==> config.mk <==
export PLATFORM = sky130hd
export DESIGN_NAME = branch_predictor_gshare
export DESIGN_NICKNAME = d
export VERILOG_FILES = /design/src/rtl/branch_predictor_gshare.sv
export SDC_FILE = /design/constraint.sdc
export NUM_CORES = 1
export LEC_CHECK = 0
export CAP_MARGIN = 40
export CORE_MARGIN = 2
export CORE_UTILIZATION = 50
export DETAILED_ROUTE_END_ITERATION = 16
export MAX_ROUTING_LAYER = met4
export PLACE_DENSITY = 0.67
export RECOVER_POWER = 50
export SLEW_MARGIN = 20
export SYNTH_ARGS = -nofsm -noshare
export SYNTH_HDL_FRONTEND = slang
export SYNTH_SLANG_ARGS = --single-unit
==> constraint.sdc <==
create_clock -name clk -period 22.7 [get_ports clk]
set_input_delay 4.54 -clock clk [delete_from_list [all_inputs] [get_ports clk]]
set_output_delay 4.54 -clock clk [all_outputs]
set_load 0.05 [all_outputs]
==> src/rtl/branch_predictor_gshare.sv <==
// branch_predictor_gshare: dynamic branch predictor built on a pattern history
// table (PHT) of saturating counters, with saturating branch/mispredict stats.
// Compile-time option: define BRANCH_PREDICTOR_GSHARE_EN to index the PHT with
// PC XOR global history (gshare); leave it undefined for PC-only (bimodal) mode.
// Branch outcome encoding on the ports: TAKEN = 1'b1, NOT_TAKEN = 1'b0.
`ifndef ADDR_WIDTH
`define ADDR_WIDTH 32
`endif

module branch_predictor_gshare #(
  parameter int INDEX_BITS = 8,
  parameter int HIST_BITS  = 8,
  parameter int CTR_WIDTH  = 2,
  parameter int STAT_WIDTH = 32
) (
  input  logic                     clk,
  input  logic                     rst_n,
  input  logic                     i_req_valid,
  input  logic [`ADDR_WIDTH-1:0]   i_req_pc,
  input  logic [`ADDR_WIDTH-1:0]   i_req_target,
  output logic                     o_req_prediction,
  input  logic                     i_fb_valid,
  input  logic [`ADDR_WIDTH-1:0]   i_fb_pc,
  input  logic                     i_fb_prediction,
  input  logic                     i_fb_outcome,
  output logic                     o_ready,
  output logic [HIST_BITS-1:0]     o_ghr,
  output logic [STAT_WIDTH-1:0]    o_branch_count,
  output logic [STAT_WIDTH-1:0]    o_mispredict_count
);

  localparam int PHT_SIZE = 1 << INDEX_BITS;
  localparam logic TAKEN = 1'b1;
  localparam logic [CTR_WIDTH-1:0]  CTR_WNT  = {1'b0, {(CTR_WIDTH-1){1'b1}}};
  localparam logic [CTR_WIDTH-1:0]  CTR_MAX  = {CTR_WIDTH{1'b1}};
  localparam logic [CTR_WIDTH-1:0]  CTR_MIN  = {CTR_WIDTH{1'b0}};
  localparam logic [STAT_WIDTH-1:0] STAT_MAX = {STAT_WIDTH{1'b1}};
  localparam logic [INDEX_BITS-1:0] PTR_LAST = {INDEX_BITS{1'b1}};

  typedef enum logic {
    ST_INIT = 1'b0,
    ST_RUN  = 1'b1
  } state_e;

  state_e                  state_q, state_d;
  logic [INDEX_BITS-1:0]   init_ptr_q, init_ptr_d;
  logic [STAT_WIDTH-1:0]   branch_cnt_q, branch_cnt_d;
  logic [STAT_WIDTH-1:0]   mispred_cnt_q, mispred_cnt_d;
  logic [CTR_WIDTH-1:0]    pht_q [PHT_SIZE];

  logic                    pht_we_s;
  logic [INDEX_BITS-1:0]   pht_waddr_s;
  logic [CTR_WIDTH-1:0]    pht_wdata_s;
  logic                    fb_upd_s;
  logic [HIST_BITS-1:0]    ghr_s;
  logic [INDEX_BITS-1:0]   req_idx_s;
  logic [INDEX_BITS-1:0]   fb_idx_s;
  logic                    unused_ok_s;

  // Saturating step of a PHT counter toward the resolved outcome.
  function automatic logic [CTR_WIDTH-1:0] ctr_next(input logic [CTR_WIDTH-1:0] ctr,
                                                     input logic             outcome);
    if (outcome == TAKEN) begin
      if (ctr == CTR_MAX) return ctr;
      else                return ctr + CTR_WIDTH'(1);
    end else begin
      if (ctr == CTR_MIN) return ctr;
      else                return ctr - CTR_WIDTH'(1);
    end
  endfunction

  // Saturating increment of a statistics counter.
  function automatic logic [STAT_WIDTH-1:0] stat_inc(input logic [STAT_WIDTH-1:0] v);
    if (v == STAT_MAX) return v;
    else               return v + STAT_WIDTH'(1);
  endfunction

  // Only PC bits [INDEX_BITS+1:2] matter; the rest of these inputs are kept
  // purely so the port list matches the predictors this block replaces.
  assign unused_ok_s = ^{i_req_valid, i_req_target, i_req_pc, i_fb_pc};

  // Request and feedback each hash their own PC with the current history.
  assign req_idx_s = i_req_pc[INDEX_BITS+1:2] ^ INDEX_BITS'(ghr_s);
  assign fb_idx_s  = i_fb_pc[INDEX_BITS+1:2]  ^ INDEX_BITS'(ghr_s);

`ifdef BRANCH_PREDICTOR_GSHARE_EN
  logic [HIST_BITS-1:0] ghr_q, ghr_d;

  // Shift the resolved outcome into the history on each accepted feedback.
  always_comb begin
    ghr_d = ghr_q;
    if (fb_upd_s) begin
      ghr_d = HIST_BITS'({ghr_q, i_fb_outcome});
    end else begin
      ghr_d = ghr_q;
    end
  end

  // Global history register; non-speculative, updated from execute only.
  always_ff @(posedge clk or negedge rst_n) begin
    if (!rst_n) ghr_q <= {HIST_BITS{1'b0}};
    else        ghr_q <= ghr_d;
  end

  assign ghr_s = ghr_q;
`else
  assign ghr_s = {HIST_BITS{1'b0}};
`endif

  // Init sweep / run control, PHT write port selection and statistics.
  always_comb begin
    state_d       = state_q;
    init_ptr_d    = init_ptr_q;
    branch_cnt_d  = branch_cnt_q;
    mispred_cnt_d = mispred_cnt_q;
    pht_we_s      = 1'b0;
    pht_waddr_s   = init_ptr_q;
    pht_wdata_s   = CTR_WNT;
    fb_upd_s      = 1'b0;
    case (state_q)
      ST_INIT: begin
        pht_we_s   = 1'b1;
        init_ptr_d = init_ptr_q + INDEX_BITS'(1);
        if (init_ptr_q == PTR_LAST) state_d = ST_RUN;
        else                        state_d = ST_INIT;
      end
      ST_RUN: begin
        if (i_fb_valid) begin
          fb_upd_s     = 1'b1;
          pht_we_s     = 1'b1;
          pht_waddr_s  = fb_idx_s;
          pht_wdata_s  = ctr_next(pht_q[fb_idx_s], i_fb_outcome);
          branch_cnt_d = stat_inc(branch_cnt_q);
          if (i_fb_prediction != i_fb_outcome) mispred_cnt_d = stat_inc(mispred_cnt_q);
          else                                 mispred_cnt_d = mispred_cnt_q;
        end else begin
          pht_we_s = 1'b0;
        end
      end
      default: begin
        state_d = ST_INIT;
      end
    endcase
  end

  // Control state and statistics registers.
  always_ff @(posedge clk or negedge rst_n) begin
    if (!rst_n) begin
      state_q       <= ST_INIT;
      init_ptr_q    <= {INDEX_BITS{1'b0}};
      branch_cnt_q  <= {STAT_WIDTH{1'b0}};
      mispred_cnt_q <= {STAT_WIDTH{1'b0}};
    end else begin
      state_q       <= state_d;
      init_ptr_q    <= init_ptr_d;
      branch_cnt_q  <= branch_cnt_d;
      mispred_cnt_q <= mispred_cnt_d;
    end
  end

  // PHT storage; contents are rebuilt by the init sweep, so no reset is needed.
  always_ff @(posedge clk) begin
    if (pht_we_s) pht_q[pht_waddr_s] <= pht_wdata_s;
  end

  // Prediction reads the pre-update counter; there is no feedback bypass.
  assign o_req_prediction   = (state_q == ST_RUN) ? pht_q[req_idx_s][CTR_WIDTH-1] : 1'b0;
  assign o_ready            = (state_q == ST_RUN);
  assign o_ghr              = ghr_s;
  assign o_branch_count     = branch_cnt_q;
  assign o_mispredict_count = mispred_cnt_q;

endmodule

Word level (Yosys, flattened, before mapping)

Memory sizes are Yosys's and may differ from the RTL's.
Index checks and enable logic that the tools add are counted.

ROM bits: 0
Logic and storage cells: 35
RAM bits: 512
Memories: 1
Register bits: 73
Bits in latches: 0

Multiply operators: 0
Reduce and logical (&&, ||, !) cells: 3
Equality and inequality tests: 5
Shifts and indexed selects: 0
Div/mod/pow operators: 0
$add $sub $neg: 5
Bitwise operators: 3
Order comparisons: 0
Muxes and demuxes: 14

Memory list:

| name  | words | bits a word | rd ports | clocked after Yosys merged registers in | write ports | line | source |
|---|---|---|---|---|---|---|---|
| pht_q | 256   | 2           | 2        | 0                                       | 1           | 49   | `logic [CTR_WIDTH-1:0] pht_q [PHT_SIZE];` |

Operators with widths:

| operator              | number |
|---|---|
| $add 32x1->32 const B | 2 |
| $eq 32x32->1 const B  | 2 |
| $mux 8                | 2 |
| $mux 2                | 5 |
| $add 8x1->8 const B   | 1 |
| $eq 8x8->1 const B    | 1 |
| $mux 1                | 6 |
| $reduce_and 4->1      | 1 |
| $not 1->1             | 3 |
| $reduce_and 3->1      | 1 |
| $add 2x1->2 const B   | 1 |
| $eq 2x2->1 const B    | 1 |
| $logic_not 2->1       | 1 |
| $pmux 1 s2            | 1 |
| $sub 2x1->2 const B   | 1 |
| $ne 1x1->1            | 1 |

Logic depth before layout (Yosys ltp)

An unclocked memory read counts as a cell.

Depth in word-level cells: 6
Mapped depth: 13

Worst setup path before layout

OpenSTA, ideal clock, no wires.

Path type: input to register
Start point: input port i_fb_pc[3]
End point: memory pht_q[0][0], data pin
Setup time: 2188 ps
Data arrival time: 16499 ps
Slack: 4014 ps
Stages on the path: 11
Cell sequence: buf_2 -> buf_2 -> buf_2 -> buf_1 -> mux4_2 -> a221oi_1 -> o22ai_1 -> nor3_1 -> o22a_1 -> a31oi_1 -> o21ai_0

Cells in the longest elaborated chain, start to end: 6

RTL lines:

| what                                | line   | source |
|---|---|---|
| start: declaration                  | 23     | `` input logic [`ADDR_WIDTH-1:0] i_fb_pc, `` |
| $mem_v2 256x2 *                     | -      |  |
| $sub 2x1->2 (tied with other cells) | 68     | `else return ctr - CTR_WIDTH'(1);` |
| $mux 2, on equally long branches    | 67, 64 |  |
| $mux 2 *                            | 63     | `if (outcome == TAKEN) begin` |
| $mux 2 *                            | 128    | `if (i_fb_valid) begin` |
| $mux 2 *                            | 120    | `case (state_q)` |
| via pht_wdata_s[0]                  | 53     | `logic [CTR_WIDTH-1:0] pht_wdata_s;` |
| end: declaration                    | 49     |  |

The timed path passes the listed nets; every way through them passes the cells marked *.

Final worst setup path

Start point: input port i_req_pc[2]
End point: output port o_req_prediction

Cells in the longest elaborated chain, start to end: 2

RTL lines:

| what               | line | source |
|---|---|---|
| start: declaration | 19   | `` input logic [`ADDR_WIDTH-1:0] i_req_pc, `` |
| $mem_v2 256x2      | -    |  |
| $mux 1             | 167  | `assign o_req_prediction = (state_q == ST_RUN) ? pht_q[req_idx_s][CTR_WIDTH-1] : 1'b0;` |
| end: declaration   | 21   | `output logic o_req_prediction,` |

No other way between the ends.

==> results.cfg <==
[power]
power.switching_uw = 454
pwr-share-comb = 0.037
power_density_nw_per_um2 = 72.5
pwr-share-clk = 0.432
netSwitchingFraction = 0.209
p_seq_frac = 0.532
power.internal_uw = 1720
p_leak_uw = 0.00941
peakVddDrop_mv = 0.0559

[clock_tree]
postCtsHoldBufs = 0
post_cts_resized = 0
post-cts-setup-buffers = 0
numCtsBuffers = 58
clk_pin_slew_ns = 0.06
cts.sinks = 585
insertion_delay_ns = 0.63
root_buffer = clkbuf_16
cts_max_level = 2
tritoncts = done
clk_path_buf_depth = 3

[global_routing]
antenna_found_initial = 0
grt_overflow_total = 0
grt_pass1_vias = 15800
grt_start_max_net_pins = 97
grtUsageTotal = 0.255
grt_pass1_wl_um = 99000

[route]
drtPass1Iterations = 6
wl_per_cell_um = 26.7
viasPerCell = 6.34
antenna_left = 0
drt_iter0_markers = 1825
drt_wl_total_um = 66500
vias = 15800
drc = 0

[final_layout]
layout_common_cells = edfxtp_1 (512), nor2_1 (289), mux4_2 (200)
drive_above_1_share = 0.180
multi_input_area_um2 = 8700
final_common_cell = edfxtp_1
area_growth_pct = 13.0
seq_area_um2 = 17200
antennaDiodeCount = 0
design_area_um2 = 29900
nNetsFinal = 1857
fillCellCount = 4031

[critical_path]
worstSetupEndpointType = output pin
reg2reg_slack_ns = 18.38
worstPathRequired_ns = 18.16
criticalPathCategory = input port to output pin
worst-path-max-fanout = 30
cp.arrival_ns = 8.70
cp-start-kind = input port

[place]
dpl_cell_area_um2 = 28100
portBuffers = 86
gp_congestion = 0.877
hpwl_um = 43200

[floorplan]
ios = 176
core_um2 = 52400
num_rows = 84
die-area_um2 = 54800
die_h_um = 234
die_x_um = 234
start_util = 0.505

[timing]
tightest_slew_ns = 2.23
setup_tns_ns = 0
min_period_ns = 13.24
fmax_mhz = 75.6
rsz0062_at_grt = false
slew_headroom = -0.488
finalHoldViolCount = 0
finalSetupViolCount = 0
period_share = 0.583
final_max_slew_viol_count = 99
whs_ns = 0.482
finClkSkew_ns = 0.0276

[hold_path]
holdCritPathClass = flop to flop

[yosys]
async_reset_ff_frac = 0.125
yosys-top-cells-area = edfxtp_1 (58%), mux4_2 (17%), dfrtp_1 (6.9%)
yosysTopAreaCell = edfxtp_1
yosys_warnings = 0
synth_seq_cells = 585
synth_cells = 1663
synth.top_cell.area_share = 0.581
synth_edf_count = 512
avgSynthCellArea_um2 = 15.9
mappedNetlistArea_um2 = 26500
synth.distinct_cells = 59
ys_seq_area_frac = 0.650
synthFlopType = edfxtp_1

[outcome]
violations = max-capacitance violations, max-slew violations
outcome = complete, but fails checks

[flow_run]
max-cap-violations = 3
## synth_stat cells (3+ instances only)
library cell / count
a211oi_1: 4
a21oi_1: 17
a221oi_1: 7
a22o_1: 7
a22oi_1: 16
a41oi_1: 3
and2_1: 9
and3_1: 8
and4_1: 9
buf_1: 11
buf_2: 15
buf_4: 18
buf_6: 6
buf_8: 3
clkbuf_1: 62
dfrtp_1: 73
edfxtp_1: 512
ha_1: 3
inv_1: 7
mux2_2: 3
mux2i_1: 32
mux4_2: 200
nand2_1: 95
nand2b_1: 7
nand3_1: 52
nand3b_1: 7
nand4_1: 14
nor2_1: 289
nor2b_1: 5
nor3_1: 15
nor4_1: 4
o211ai_1: 3
o21ai_0: 12
o21ai_1: 5
o221ai_1: 12
o22ai_1: 10
o31ai_1: 6
or3_1: 8
xnor2_1: 50
xor2_1: 20
## path summary, 6_finish.rpt
| kind | from | endpoint | cells after the start |
|---|---|---|---|
| max | i_req_pc[2] | o_req_prediction | 10 |
| min | o_mispredict_count[16] | o_mispredict_count[16] | 1 |
| max reg2reg | pht_q[139][1] | pht_q[114][1] | 11 |
| min reg2reg | o_mispredict_count[16] | o_mispredict_count[16] | 1 |
| max in group asynchronous | rst_n | o_branch_count[10] | 2 |
| min in group asynchronous | rst_n | init_ptr_q[7] | 1 |
## layout make-up
type | count | share of cell area
Sequential cell | 585 | 0.575
Multi-Input combinational cell | 961 | 0.291
Clock buffer | 75 | 0.0517
Timing Repair Buffer | 137 | 0.0433
Tap cell | 688 | 0.0288
Clock inverter | 34 | 0.00978
Inverter | 9 | 0.00113
## worst max-delay path, stage by stage
cell	delay, ns
buf_4	0.52
buf_4	0.39
buf_16	0.28
mux4_2	0.58
mux4_2	0.54
mux4_2	0.48
mux2i_1	0.36
nand2_1	0.10
o211a_1	0.15
clkdlybuf4s50_1	0.70
## through the flow
step           setup WS [ns]  power [uW]  instances  utilization
2_1_floorplan           4.01        1230       1670            -
4_1_cts                 9.27        2180       2483        0.571
3_3_place_gp            9.26        1250       2358        0.531
6_report                9.46        2170       2489        0.571
5_1_grt                 9.28        2230       2489        0.571
3_5_place_dp            9.28        1250       2374        0.536
## registers in the layout, summed over array words and instances, names as in the netlist
name	flops
pht_q	512
o_branch_count	32
o_mispredict_count	32
init_ptr_q	8
o_ready	1
## power groups by stage
stage / clock, uW / sequential, uW / combinational [uW]
3_5_place_dp: 0 / 1180 / 78.6
6_report: 937 / 1150 / 79.6
2_1_floorplan: 0 / 1180 / 52.7
5_1_grt: 994 / 1150 / 84.1
4_1_cts: 949 / 1150 / 78.7
3_3_place_gp: 0 / 1180 / 77.6
## logic make-up (layout without fill, tap and decap cells)
family | count (synthesis) | in the layout | synth area share
xor+xnor | 70 | 70 | 0.0232
flops | 585 | 585 | 0.650
buf+inv | 124 | 255 | 0.0238
mux | 235 | 235 | 0.183
simple gates | 525 | 525 | 0.0858
compound gates | 120 | 120 | 0.0326
fa+ha+maj | 3 | 3 | 0.00142
other cells | 1 | 8 | 0.000142
## routing by layer
metal / GRT usage / wire [um] / share of wire / vias up
li1: - / - / - / 6696
met2: 0.386 / 31600 / 0.47 / 812
met4: 0.0799 / 1890 / 0.028 / 0
met3: 0.0440 / 6540 / 0.098 / 128
met1: 0.358 / 26500 / 0.40 / 8152
met5: - / 0 / 0 / -
(Power assumes the default switching activity.)
